==> src/rtl/uart_rx.sv <==
// UART receive path: 8N1 frames, LSB first, fixed clocks-per-bit timing.
// Emits each good byte with a one-cycle rx_valid, a bad stop bit with a one-cycle framing_error.
module uart_rx #(
    parameter int CLKS_PER_BIT = 16
) (
    input  logic       clk,
    input  logic       rst,
    input  logic       rx,
    output logic [7:0] rx_data,
    output logic       rx_valid,
    output logic       framing_error,
    output logic       busy
);

    localparam int HALF  = CLKS_PER_BIT / 2;
    localparam int CNT_W = $clog2(CLKS_PER_BIT);
    localparam logic [CNT_W-1:0] HALF_M1 = CNT_W'(HALF - 1);
    localparam logic [CNT_W-1:0] BIT_M1  = CNT_W'(CLKS_PER_BIT - 1);

    typedef enum logic [2:0] {
        IDLE,
        START,
        DATA,
        STOP,
        WAIT_HIGH
    } state_t;

    logic             r_rx_meta;
    logic             r_rx_s;
    state_t           r_state;
    logic [CNT_W-1:0] r_cnt;
    logic [2:0]       r_bit_idx;
    logic [7:0]       r_sr;
    logic [7:0]       r_rx_data;
    logic             r_rx_valid;
    logic             r_framing_error;

    state_t           w_state_nxt;
    logic [CNT_W-1:0] w_cnt_nxt;
    logic [2:0]       w_bit_idx_nxt;
    logic [7:0]       w_sr_nxt;
    logic [7:0]       w_rx_data_nxt;
    logic             w_rx_valid_nxt;
    logic             w_framing_error_nxt;

    // Two-flop synchronizer; idles high so reset never looks like a start bit
    always_ff @(posedge clk) begin
        if (rst) begin
            r_rx_meta <= 1'b1;
            r_rx_s    <= 1'b1;
        end else begin
            r_rx_meta <= rx;
            r_rx_s    <= r_rx_meta;
        end
    end

    always_ff @(posedge clk) begin
        if (rst) begin
            r_state         <= IDLE;
            r_cnt           <= '0;
            r_bit_idx       <= '0;
            r_sr            <= '0;
            r_rx_data       <= '0;
            r_rx_valid      <= 1'b0;
            r_framing_error <= 1'b0;
        end else begin
            r_state         <= w_state_nxt;
            r_cnt           <= w_cnt_nxt;
            r_bit_idx       <= w_bit_idx_nxt;
            r_sr            <= w_sr_nxt;
            r_rx_data       <= w_rx_data_nxt;
            r_rx_valid      <= w_rx_valid_nxt;
            r_framing_error <= w_framing_error_nxt;
        end
    end

    always_comb begin
        w_state_nxt         = r_state;
        w_cnt_nxt           = r_cnt;
        w_bit_idx_nxt       = r_bit_idx;
        w_sr_nxt            = r_sr;
        w_rx_data_nxt       = r_rx_data;
        w_rx_valid_nxt      = 1'b0;
        w_framing_error_nxt = 1'b0;

        unique case (r_state)
            IDLE: begin
                if (!r_rx_s) begin
                    w_state_nxt = START;
                    w_cnt_nxt   = '0;
                end
            end
            // Re-check the line at mid start bit; a high here was only a glitch
            START: begin
                if (r_cnt == HALF_M1) begin
                    w_cnt_nxt = '0;
                    if (!r_rx_s) begin
                        w_state_nxt   = DATA;
                        w_bit_idx_nxt = '0;
                    end else begin
                        w_state_nxt = IDLE;
                    end
                end else begin
                    w_cnt_nxt = r_cnt + CNT_W'(1);
                end
            end
            DATA: begin
                if (r_cnt == BIT_M1) begin
                    w_cnt_nxt = '0;
                    w_sr_nxt  = {r_rx_s, r_sr[7:1]};
                    if (r_bit_idx == 3'd7) begin
                        w_state_nxt = STOP;
                    end else begin
                        w_bit_idx_nxt = r_bit_idx + 3'd1;
                    end
                end else begin
                    w_cnt_nxt = r_cnt + CNT_W'(1);
                end
            end
            // Leaving mid stop bit lets a directly following start bit be caught
            STOP: begin
                if (r_cnt == BIT_M1) begin
                    w_cnt_nxt = '0;
                    if (r_rx_s) begin
                        w_rx_data_nxt  = r_sr;
                        w_rx_valid_nxt = 1'b1;
                        w_state_nxt    = IDLE;
                    end else begin
                        w_framing_error_nxt = 1'b1;
                        w_state_nxt         = WAIT_HIGH;
                    end
                end else begin
                    w_cnt_nxt = r_cnt + CNT_W'(1);
                end
            end
            WAIT_HIGH: begin
                if (r_rx_s) begin
                    w_state_nxt = IDLE;
                end
            end
            default: begin
                w_state_nxt = IDLE;
            end
        endcase
    end

    assign rx_data       = r_rx_data;
    assign rx_valid      = r_rx_valid;
    assign framing_error = r_framing_error;
    assign busy          = (r_state != IDLE);

endmodule

==> config.mk <==
export PLATFORM = sky130hd
export DESIGN_NAME = uart_rx
export DESIGN_NICKNAME = d
export VERILOG_FILES = /design/src/rtl/uart_rx.sv
export SDC_FILE = /design/constraint.sdc
export NUM_CORES = 1
export LEC_CHECK = 0
export CAP_MARGIN = 20
export CORE_MARGIN = 10
export CORE_UTILIZATION = 40
export CTS_BUF_LIST = sky130_fd_sc_hd__clkbuf_16
export CTS_CLUSTER_SIZE = 14
export DETAILED_ROUTE_END_ITERATION = 10
export MAX_ROUTING_LAYER = met4
export PLACE_DENSITY_LB_ADDON = 0.1
export SKIP_CTS_REPAIR_TIMING = 1
export SLEW_MARGIN = 10
export SYNTH_ARGS = -nofsm -noshare
export SYNTH_HDL_FRONTEND = slang
export SYNTH_SLANG_ARGS = --single-unit
==> constraint.sdc <==
create_clock -name clk -period 3.95 [get_ports clk]
set_input_delay 0.395 -clock clk [delete_from_list [all_inputs] [get_ports clk]]
set_output_delay 0.395 -clock clk [all_outputs]
set_load 0.01 [all_outputs]
==> metrics.txt <==
status=finished, final reports clean; slowest stage delay, CP=0.79 ns; design area=0.00157 mm^2; Worst setup EP type=flip-flop; YS warnings=0; ANT cells=0; maximum vdd ir drop=0.000245 V; share of cells above drive strength 1=0.0685; Antenna Violating Nets Remaining=0; H-tree levels=2; Yosys top cell by area=dfxtp_1; Rel. slew slack=0.511; row count=20; drt via density=5.03; Port Buffer Count=13; Fin Hold WS=0.412 ns; Sink Count=30; Tmin final=2.07 ns; M1 WL=1190 um; crit path cell chain=ha_1 > nand3_1 > or4b_1 > mux2i_1 > nor2_1; routed length per instance=12.8 um; Seq cells post-synth=30; Hold Path Class=flip-flop to flip-flop; CP startpoint kind=flip-flop; Final setup viols=0; Max Cap Viol=0; commonest non-fill, non-tap cell in the layout=dfxtp_1; net count after synthesis=141; Pwr Density=419 mW/mm^2; final wirelength=2430 um; Clock Latency Late Sink=0.26 ns; GRT Residual Overflow=0; first-pass GRT wire length=4290 um; TritonCTS buffer count=5; crit path DAT=2.21 ns; Root Buffer=clkbuf_16; core area=0.00308 mm^2; critical path peak fanout=9; remaining routing DRC violations=0; Die Wd=77.0 um; Gate Count Post-Synth=135; register area share after synthesis=0.463; Synth cell types=37; RSZ-0062 raised after global routing=false; most frequent cells in the layout=dfxtp_1, nor2_1, mux2i_1, clkdlybuf4s50_1, nand2_1; DRT iter0 DRCs=58; DP Area=0.00144 mm^2; CTS Buffer Depth=2; TritonCTS clock tree=done; largest net degree at the start of global routing=33; Total GRT Usage=0.0895; Synth top area share=0.463; synthesized area=0.00130 mm^2; Die H=77.0 um; met3 WL=87 um; first-pass detailed-route iteration total=4; period utilization=0.523; Pins Over Slew Limit=0; WL met2=1130 um; Worst Skew=0.00382 ns; Worst Path Class, Setup=flip-flop to flip-flop; Max Used Layer=met4; worst-margin pin slew=0.727 ns; Final Hold Vio Count=0; vias in the first global route=937; clock-pin slew on the worst setup and hold paths=0.05 ns; CP Data Required Time=4.09 ns; routability-driven placement congestion ratio=0.813; Syn-to-layout area delta=21.0%; NumNets Final=153; slowest CP cell=or4b_1; Syn Area/Cell=9.61 um^2; die area=0.00592 mm^2; Top Ports=14; f_max=0.484 GHz; via count=956; Initial Utilization=0.422; initial antenna violation count=0; post-DP HPWL=1660 um; leakage power=0.607 nW; top cells by area, synth=dfxtp_1, mux2i_1, nor2_1; TNS Setup=0 ns
==> cell families (layout without fill, tap and decap cells) <==
family                     Yosys count  after routing  share of synthesized area
and+or+nand+nor                     55             55                      0.223
DFF                                 30             30                      0.463
muxes                               20             20                      0.154
AOI/OAI and AO/OA                   15             15                     0.0810
buffers and inverters               11             22                     0.0434
adders and majority gates            3              3                     0.0289
xor gates and xnor gates             1              1                    0.00675
==> worst max-delay path, delay by kind of cell (launching register included) <==
| kind | cells | cell delay [ns] |
|---|---|---|
| fa+ha+maj | 1 | 0.30 |
| mux | 1 | 0.25 |
| simple gates | 3 | 1.02 |
| flops | 1 | 0.38 |
==> power breakdown <==
group          switching, mW  internal (mW)  total (mW)  leakage, nW
clock                  0.110          0.222       0.332       0.0632
combinational        0.00853        0.00735      0.0159        0.302
sequential           0.00372          0.306       0.310        0.242
total                  0.123          0.535       0.658        0.607
==> state kept, by name, indices dropped and copies added, names as in the netlist <==
name	cells
framing_error	1
r_sr	8
rx_data	8
r_bit_idx	3
rx_valid	1
r_rx_meta	1
r_state	3
r_cnt	4
r_rx_s	1
==> through the flow <==
| step | power, mW | instances | worst slack [ns] | utilization |
|---|---|---|---|---|
| after floorplan | 0.326 | 135 | 2.26 | - |
| after global placement | 0.331 | 184 | 1.98 | 0.468 |
| after detailed placement | 0.331 | 184 | 1.88 | 0.468 |
| after CTS | 0.670 | 190 | 1.88 | 0.510 |
| after global routing | 0.683 | 190 | 1.75 | 0.510 |
| final | 0.658 | 190 | 1.88 | 0.510 |
==> path summary, 6_finish.rpt <==
path	from	end	slack, ns	depth (start not counted)
hold reg to reg	r_rx_meta$_SDFF_PP1_	r_rx_s$_SDFF_PP1_	0.41	1
setup reg to reg	r_cnt[0]$_SDFFE_PP0P_	rx_data[5]$_SDFFE_PP0P_	1.88	5
hold / removal	r_rx_meta$_SDFF_PP1_	r_rx_s$_SDFF_PP1_	0.41	1
setup / recovery	r_cnt[0]$_SDFFE_PP0P_	rx_data[5]$_SDFFE_PP0P_	1.88	5
==> cell type report <==
cell class                 count  area [um^2]
clock buffer                   5          125
clock inverter                 1         3.75
fill                         299         1510
inverter                       2         7.51
multi-input combinational     94          641
sequential                    30          601
tap                           44         55.1
timing repair buffer          14          138
==> cells in the mapped netlist, drive strengths merged <==
| master | number |
|---|---|
| a2111oi | 2 |
| a211oi | 1 |
| a21o | 1 |
| a21oi | 3 |
| a22o | 1 |
| a22oi | 1 |
| a2bb2oi | 1 |
| a31oi | 1 |
| and3 | 1 |
| buf | 5 |
| clkbuf | 4 |
| dfxtp | 30 |
| ha | 3 |
| inv | 2 |
| mux2i | 20 |
| nand2 | 7 |
| nand2b | 4 |
| nand3 | 2 |
| nand3b | 2 |
| nand4 | 1 |
| nor2 | 25 |
| nor3 | 1 |
| nor3b | 1 |
| nor4 | 3 |
| nor4b | 1 |
| o21ai | 2 |
| o21bai | 1 |
| o41ai | 1 |
| or2 | 2 |
| or3 | 3 |
| or4 | 1 |
| or4b | 1 |
| xnor2 | 1 |
==> layer usage <==
layer	global-route usage	vias up
li1	-	495
met2	0.136	14
met5	-	-
met1	0.102	445
met3	0.0326	2
met4	0.0446	0
Power figures use the tool's default switching activity.
